--- src/rtl/uart_pkg.sv ---
// Constants and state encoding shared by the UART transmitter and receiver.
package uart_pkg;

    localparam int unsigned DATA_BITS = 8;
    localparam logic        LINE_IDLE = 1'b1;
    localparam logic        START_BIT = 1'b0;

    typedef enum logic [1:0] {
        IDLE,
        START,
        DATA,
        STOP
    } uart_tx_state_t;

    // Counter width for values 0..n-1, never narrower than one bit.
    function automatic int unsigned clog2_min1(input int unsigned n);
        return (n <= 32'd2) ? 32'd1 : 32'($clog2(n));
    endfunction

endpackage

--- src/rtl/uart_tx_fifo.sv ---
// Synchronous byte FIFO; pointers carry an extra wrap bit to separate full from empty.
module uart_tx_fifo #(
    parameter int unsigned DEPTH = 4,
    parameter int unsigned WIDTH = 8,
    localparam int unsigned AW   = $clog2(DEPTH)
) (
    input  logic             clk,
    input  logic             rst,
    input  logic             push,
    input  logic             pop,
    input  logic [WIDTH-1:0] din,
    output logic [WIDTH-1:0] dout,
    output logic [AW:0]      count,
    output logic             full,
    output logic             empty
);

    logic [WIDTH-1:0] mem [DEPTH];
    logic [AW:0]      wr_ptr;
    logic [AW:0]      rd_ptr;
    logic             do_push;
    logic             do_pop;

    assign do_push = push && !full;
    assign do_pop  = pop && !empty;
    assign empty   = (wr_ptr == rd_ptr);
    assign full    = (wr_ptr[AW] != rd_ptr[AW]) && (wr_ptr[AW-1:0] == rd_ptr[AW-1:0]);
    assign count   = wr_ptr - rd_ptr;
    assign dout    = mem[rd_ptr[AW-1:0]];

    always_ff @(posedge clk or posedge rst) begin
        if (rst) begin
            wr_ptr <= '0;
            rd_ptr <= '0;
        end else begin
            if (do_push) wr_ptr <= wr_ptr + (AW+1)'(1);
            if (do_pop)  rd_ptr <= rd_ptr + (AW+1)'(1);
        end
    end

    // Storage carries no reset; only the pointers define validity.
    always_ff @(posedge clk) begin
        if (do_push) mem[wr_ptr[AW-1:0]] <= din;
    end

endmodule

--- src/rtl/uart_tx.sv ---
// 8N1 UART transmitter: valid/ready byte intake into a FIFO, serialized LSB first on tx_out.
module uart_tx
    import uart_pkg::*;
#(
    parameter int unsigned CLKS_PER_BIT = 1,
    parameter int unsigned FIFO_DEPTH   = 4
) (
    input  logic       clk,
    input  logic       rst,
    input  logic [7:0] tx_data,
    input  logic       tx_valid,
    output logic       tx_ready,
    output logic       tx_out,
    output logic       busy
);

    localparam int unsigned BAUD_W = clog2_min1(CLKS_PER_BIT + 1);
    localparam int unsigned IDX_W  = $clog2(DATA_BITS);
    localparam int unsigned CNT_W  = $clog2(FIFO_DEPTH) + 1;
    localparam logic [BAUD_W-1:0] BAUD_RELOAD = BAUD_W'(CLKS_PER_BIT - 1);
    localparam logic [IDX_W-1:0]  LAST_BIT    = IDX_W'(DATA_BITS - 1);

    uart_tx_state_t       state;
    uart_tx_state_t       state_nxt;
    logic [7:0]           shift;
    logic [7:0]           shift_nxt;
    logic [IDX_W-1:0]     bit_idx;
    logic [IDX_W-1:0]     bit_idx_nxt;
    logic [BAUD_W-1:0]    baud_cnt;
    logic [BAUD_W-1:0]    baud_nxt;
    logic                 tx_nxt;
    logic                 pop;
    logic                 push;
    logic                 bit_end;
    logic [7:0]           fifo_dout;
    logic [CNT_W-1:0]     fifo_count;
    logic                 fifo_full;
    logic                 fifo_empty;

    assign tx_ready = !fifo_full;
    assign push     = tx_valid && tx_ready;
    assign busy     = (state != IDLE) || (fifo_count != '0);
    assign bit_end  = (baud_cnt == '0);

    uart_tx_fifo #(
        .DEPTH (FIFO_DEPTH),
        .WIDTH (8)
    ) u_fifo (
        .clk   (clk),
        .rst   (rst),
        .push  (push),
        .pop   (pop),
        .din   (tx_data),
        .dout  (fifo_dout),
        .count (fifo_count),
        .full  (fifo_full),
        .empty (fifo_empty)
    );

    always_ff @(posedge clk or posedge rst) begin
        if (rst) begin
            state    <= IDLE;
            shift    <= '0;
            bit_idx  <= '0;
            baud_cnt <= '0;
            tx_out   <= LINE_IDLE;
        end else begin
            state    <= state_nxt;
            shift    <= shift_nxt;
            bit_idx  <= bit_idx_nxt;
            baud_cnt <= baud_nxt;
            tx_out   <= tx_nxt;
        end
    end

    // Next-state, next line level and FIFO pop; a new frame is loaded straight from STOP when data waits.
    always_comb begin
        state_nxt   = state;
        shift_nxt   = shift;
        bit_idx_nxt = bit_idx;
        baud_nxt    = baud_cnt;
        tx_nxt      = tx_out;
        pop         = 1'b0;

        if (state != IDLE) begin
            baud_nxt = bit_end ? BAUD_RELOAD : baud_cnt - BAUD_W'(1);
        end

        case (state)
            IDLE: begin
                tx_nxt = LINE_IDLE;
                if (!fifo_empty) begin
                    pop       = 1'b1;
                    shift_nxt = fifo_dout;
                    tx_nxt    = START_BIT;
                    baud_nxt  = BAUD_RELOAD;
                    state_nxt = START;
                end
            end
            START: begin
                if (bit_end) begin
                    tx_nxt      = shift[0];
                    bit_idx_nxt = '0;
                    state_nxt   = DATA;
                end
            end
            DATA: begin
                if (bit_end) begin
                    if (bit_idx == LAST_BIT) begin
                        tx_nxt    = LINE_IDLE;
                        state_nxt = STOP;
                    end else begin
                        shift_nxt   = shift >> 1;
                        tx_nxt      = shift[1];
                        bit_idx_nxt = bit_idx + IDX_W'(1);
                    end
                end
            end
            STOP: begin
                if (bit_end) begin
                    if (!fifo_empty) begin
                        pop       = 1'b1;
                        shift_nxt = fifo_dout;
                        tx_nxt    = START_BIT;
                        state_nxt = START;
                    end else begin
                        baud_nxt  = '0;
                        state_nxt = IDLE;
                    end
                end
            end
            default: begin
                tx_nxt    = LINE_IDLE;
                state_nxt = IDLE;
            end
        endcase
    end

endmodule

--- config.mk ---
export PLATFORM = sky130hd
export DESIGN_NAME = uart_tx
export DESIGN_NICKNAME = d
export VERILOG_FILES = /design/src/rtl/uart_pkg.sv /design/src/rtl/uart_tx_fifo.sv /design/src/rtl/uart_tx.sv
export SDC_FILE = /design/constraint.sdc
export NUM_CORES = 1
export LEC_CHECK = 0
export BUFFER_PORTS_ARGS = -buffer_cell sky130_fd_sc_hd__buf_2
export CORE_UTILIZATION = 50
export DETAILED_ROUTE_END_ITERATION = 8
export GPL_ROUTABILITY_DRIVEN = 0
export HOLD_SLACK_MARGIN = 0.03
export PLACE_DENSITY_LB_ADDON = 0.3
export REMOVE_ABC_BUFFERS = 1
export SLEW_MARGIN = 20
export SYNTH_ARGS = -nofsm -noshare
export SYNTH_HDL_FRONTEND = slang
export SYNTH_SLANG_ARGS = --single-unit
--- constraint.sdc ---
create_clock -name clk -period 2.3 [get_ports clk]
set_input_delay 0.46 -clock clk [delete_from_list [all_inputs] [get_ports clk]]
set_output_delay 0.46 -clock clk [all_outputs]
set_load 0.01 [all_outputs]
Yosys cells after proc, flatten, opt, wreduce, memory -nomap -nowiden
Memories as Yosys holds them, arrays and structs flattened. Index checks and enable logic that the tools add are counted.

Output and inout port bits: 3. Bits in writable memories: 32. Bits in registers: 21. Memories kept: 1.

$add $sub $neg: 5. Eq/ne operators: 14. Muxes and demuxes: 34. Reductions and logical operators: 16.

Memory list: u_fifo.mem (words 4, width 8, read ports 1, clocked after memory_dff 0, write ports 1, RTL line uart_tx_fifo.sv:18) `logic [WIDTH-1:0] mem [DEPTH];`.

Operator list (count): 8-bit two-way mux (4); 8-bit case mux with 3 select lines (1); 1-bit two-way mux (16); 2-bit inequality test, second input constant (7); 4-bit AND reduction (3); 2-bit two-way mux (5); 3-bit by 1-bit adder with 3-bit output, second input constant (3); 3-bit two-way mux (3); 2-bit case mux with 4 select lines (1); 3-bit case mux with 2 select lines (1); 3-bit nonzero test (2); 5-bit AND reduction (1); 2-bit equality test, second input constant (2); 1-bit logical AND (4); 1-bit case mux with 2 select lines (2); 1-bit case mux with 4 select lines (1); 2-bit nonzero test (2); 3-bit equality test (1); 3-bit equality test, second input constant (1); 3-bit subtractor (1); 2-bit by 1-bit equality test with 1-bit output, second input constant (1); 2-bit equality test (1); 1-bit zero test (2); 2-bit zero test (1); 3 further kinds (3).

Depth between registers and ports, before layout
Word-level depth: 7. Mapped depth: 8. Mapped depth without buffers: 6.

Modules after synthesis
A second synthesis with hierarchy kept.

Cell total of the unflattened synthesis: 172. Area total of the unflattened synthesis: 2580.0 sq um.

Modules (own cells, without submodules): uart_tx_fifo (cells each 88, times used 1, area each 1615.3 sq um, sequential area each 1111.1 sq um); uart_tx (cells each 84, times used 1, area each 964.7 sq um, sequential area each 376.6 sq um).

Worst setup path before layout
No wires, ideal clock.

Kind: register to register. Start point: register u_fifo.rd_ptr[1]. End point: memory u_fifo.mem[0][0], enable pin. Arrival time: 1.661 ns. Required time: 1.968 ns. Path slack: 0.307 ns. Stages on the path, launching flop included: 7. Period minus slack after synthesis: 1.993 ns. Path buffers: 2. Cells stage by stage: dfrtp_1 buf_2 buf_2 inv_1 ha_1 a31oi_4 and2_1.

Word-level cells in the longest chain between the ends: 7.

RTL lines: start: declaration (RTL line uart_tx_fifo.sv:20) `logic [AW:0] rd_ptr;`; start signal: assignment (RTL line uart_tx_fifo.sv:37) `if (do_pop) rd_ptr <= rd_ptr + (AW+1)'(1);`; 2-bit equality test * (RTL line uart_tx_fifo.sv:27) `assign full = (wr_ptr[AW] != rd_ptr[AW]) && (wr_ptr[AW-1:0] == rd_ptr[AW-1:0]);`; 1-bit logical AND * (RTL line uart_tx_fifo.sv:27); 1-bit zero test * (RTL line uart_tx_fifo.sv:24, uart_tx.sv:40); 1-bit logical AND (RTL line uart_tx.sv:41) `assign push = tx_valid && tx_ready;`; 1-bit logical AND * (RTL line uart_tx_fifo.sv:24) `assign do_push = push && !full;`; 1-bit two-way mux * (RTL line uart_tx_fifo.sv:43) `if (do_push) mem[wr_ptr[AW-1:0]] <= din;`; 1-bit two-way mux (implied by the code) * (RTL line uart_tx_fifo.sv:43); end: declaration (RTL line uart_tx_fifo.sv:18).

Mark *: on every way between the ends. The rest lies on a longest branch, timed or not.

Worst setup path after layout
Start point: register state[1]. End point: output busy.

Word-level cells in the longest chain between the ends: 2.

RTL lines: start: declaration (RTL line uart_tx.sv:23) `uart_tx_state_t state;`; start signal: assignment (RTL line uart_tx.sv:68) `state <= state_nxt;`; 2-bit nonzero test (RTL line uart_tx.sv:42) `assign busy = (state != IDLE) || (fifo_count != '0);`; 1-bit logical OR (RTL line uart_tx.sv:42); end: declaration (RTL line uart_tx.sv:14) `output logic busy`.

Every way passes these cells.

==> key figures <==
Final layout
  – Non-filler cells, final: 266
  – Most common cell after layout, fill and taps aside: edfxtp_1
  – Multi-input logic area: 951 um^2
  – Layout Utilization: 0.572
  – Nets@finish: 223
  – Seq. cell area: 1490 um^2
  – Share of cells above drive strength 1: 0.236
  – FILL cells: 397
  – Commonest cells after routing, fill and taps aside: edfxtp_1, dfrtp_1, mux2_2, inv_1
  – Fin area: 2740 um^2
  – N_diodes: 0
  – Area Growth Syn to Fin: 9.02%

Power
  – Gate power share: 0.468
  – Maximum vdd drop: 0.835 mV
  – Pwr dens: 1420 nW/um^2
  – P_int: 2.36 mW
  – Reg power frac: 0.397
  – Switching pwr: 1.51 mW
  – Clock power frac: 0.135
  – Switching portion of total power: 0.391
  – Leakage: 1.09 nW

GRT
  – Initial antenna violation count: 0
  – Grt ovf: 0
  – Vias in the first global route: 1517
  – First-pass GRT wire length: 7380 um
  – GRT Util Overall: 0.188
  – Largest net degree at the start of global routing: 22

Critical path
  – Crit path capture type: output port
  – CP required: 1840 ps
  – Worst EP arrival: 1650 ps
  – Worst setup path start: state[1]$_DFFE_PP0P_
  – Worst setup SP type: flip-flop
  – Worst reg2reg startpoint: bit_idx[0]$_DFFE_PP0P_
  – Slowest cell on crit path: dfrtp_1
  – Crit path kind: flip-flop to output port
  – CP cell instances: inv_1 > ha_1 > nand3_1 > nand2b_1 > buf_2
  – Worst path max stage delay: 450 ps
  – CP Max Fanout: 6

Synthesis
  – Syn_area_per_cell: 13.6 um^2
  – Sequential area share after synthesis: 0.593
  – Netlist cell types: 38
  – Synth Instances: 184
  – Flops & latches, synth: 53
  – Synthesized cell area: 2510 um^2
  – Synth warn: 0

Die
  – Initial core utilization: 0.524
  – Chip width: 72.9 um
  – Site Rows: 25
  – Core Footprint: 4790 um^2
  – Die footprint: 5310 um^2
  – Die Y: 72.9 um
  – # IOs: 14

Timing
  – Final setup fails: 0
  – Fin Clk Skew: 7.91 ps
  – Fin Hold WS: 312 ps
  – Fin Setup TNS: 0 ps
  – RSZ-0062 raised after global routing: no
  – Hold Violations, Final: 0
  – Slew Limit Fails: 0
  – Slew at the pin closest to its max-slew limit: 835 ps
  – F_max: 474 MHz
  – Final period util: 0.918
  – Min Tclk post-route: 2110 ps
  – Relative slew slack: 0.443

Run status
  – Status: complete, no violations

Drt
  – Antenna-violating nets left: 0
  – Initial DRT Pass Iterations: 4
  – DR WL/cell: 16.9 um
  – First DRT Iteration DRCs: 60
  – DR vias: 1459
  – DRC: 0
  – Vias/cell: 5.48
  – Total wire length: 4500 um

Clock tree
  – Clock latency on the worst-skew pair: 300 ps
  – Cts bufs inserted: 5
  – Post-CTS Setup Bufs: 0
  – Reg clk slew, reported paths: 100 ps
  – CTS max path bufs: 2
  – Root buf cell: clkbuf_8
  – Clock sinks: 53
  – CTS tree: done
  – H-Tree Depth: 2

Place
  – Dpl cell area: 2640 um^2
  – Placed Cells: 258
  – Port bufs: 13
  – Post-detail-place hpwl: 3240 um

Job
  – MaxCap Viol Count: 0

Min path
  – Worst hold-check path type: input pin to async pin
-- repair_timing --
item | CTS | global route
setup endpoints to repair | 0 | 1
hold buffers | 0 | 0
gates resized for setup | 0 | 1
-- final cells by class --
class,instances,share of cell area
flip-flops and latches,53,0.544
multi-input cells,110,0.348
well taps,67,0.0306
repair buffers,14,0.0265
clock buffers,5,0.0251
inverters,14,0.0192
clock inverters,3,0.00732
-- power by group through the flow --
stage	Clock [mW]	Sequential, mW	Combinational [mW]
6_report	0.523	1.54	1.81
3_5_place_dp	0	1.55	1.79
4_1_cts	0.525	1.53	1.79
5_1_grt	0.561	1.57	2.00
3_3_place_gp	0	1.53	1.70
2_1_floorplan	0	1.54	1.36
-- routing by layer --
| layer | share of wire | GRT usage | vias up |
|---|---|---|---|
| met5 | 0 | 0 | - |
| li1 | - | - | 695 |
| met2 | 0.52 | 0.328 | 34 |
| met4 | 0.0056 | 0.0523 | 0 |
| met1 | 0.43 | 0.242 | 728 |
| met3 | 0.040 | 0.0331 | 2 |
-- flip-flops by register name (all words and copies together) (netlist names) --
register	cells
baud_cnt	1
u_fifo.rd_ptr	3
u_fifo.wr_ptr	3
tx_out	1
shift	8
bit_idx	3
u_fifo.mem	32
state	2
-- cell usage after synthesis --
| master | instances | share of area |
|---|---|---|
| o311a_2 | 1 | 0.0045 |
| and2_4 | 1 | 0.0035 |
| o21ai_2 | 1 | 0.0035 |
| a211oi_1 | 2 | 0.0060 |
| dfrtp_1 | 20 | 0.20 |
| buf_2 | 3 | 0.0060 |
| inv_1 | 14 | 0.021 |
| xor2_1 | 2 | 0.0070 |
| xor2_4 | 1 | 0.011 |
| o221ai_2 | 1 | 0.0060 |
| nand3b_1 | 1 | 0.0030 |
| or2_1 | 1 | 0.0025 |
| o21bai_1 | 1 | 0.0030 |
| mux2_2 | 15 | 0.067 |
| and2_1 | 3 | 0.0075 |
| o21ai_0 | 9 | 0.018 |
| mux4_2 | 1 | 0.0090 |
| nand3_1 | 6 | 0.012 |
| o221ai_1 | 4 | 0.014 |
| nand2_1 | 6 | 0.0090 |
| dfstp_2 | 1 | 0.010 |
| o21a_1 | 3 | 0.0090 |
| a31oi_4 | 1 | 0.0085 |
| nand2b_1 | 2 | 0.0050 |
| mux2i_1 | 6 | 0.024 |
| nor2b_1 | 4 | 0.010 |
| nand2_4 | 1 | 0.0045 |
| xnor2_1 | 3 | 0.010 |
| o22ai_1 | 5 | 0.012 |
| a21oi_1 | 7 | 0.014 |
| nor3_1 | 1 | 0.0020 |
| ha_1 | 14 | 0.070 |
| mux2_4 | 1 | 0.0060 |
| a22oi_1 | 2 | 0.0060 |
| clkbuf_2 | 1 | 0.0020 |
| edfxtp_1 | 32 | 0.38 |
| nor2_1 | 4 | 0.0060 |
| clkbuf_1 | 3 | 0.0045 |
-- final timing paths --
| check | end | slack (ps) | cells past startpoint |
|---|---|---|---|
| worst max-delay path | busy | 190 | 5 |
| worst min-delay path | u_fifo.wr_ptr[1]$_DFFE_PP0P_ | 310 | 2 |
| worst max register to register | shift[0]$_DFFE_PP0P_ | 380 | 6 |
| worst min register to register | shift[2]$_DFFE_PP0P_ | 530 | 1 |
| max in group asynchronous | u_fifo.wr_ptr[0]$_DFFE_PP0P_ | 1470 | 2 |
| min in group clk | u_fifo.mem[0][3]$_DFFE_PP_ | 370 | 1 |
-- through the flow --
step                      setup WS [ps]  total power [mW]
after floorplan                     322              2.90
after global placement              394              3.23
after detailed placement            335              3.34
after CTS                           127              3.85
after global routing               81.0              4.13
final                               190              3.87
-- logic make-up (layout without fill, tap and decap cells) --
kind of cell    after synthesis  after routing  synth area share
compound gates               37             37             0.105
xor+xnor                      6              6            0.0284
fa+ha+maj                    14             14            0.0698
buf+inv                      21             36            0.0334
flops                        53             53             0.593
mux                          23             23             0.106
simple gates                 30             30            0.0648
-- critical path, delay by kind of cell, from the launching register on --
kind | cells | cell delay, ps
flip-flops | 1 | 450
AND/OR/NAND/NOR | 2 | 370
adder cells (fa/ha/maj) | 1 | 280
buffers and inverters | 2 | 250
Note: power is estimated with default switching activity, not from simulation.
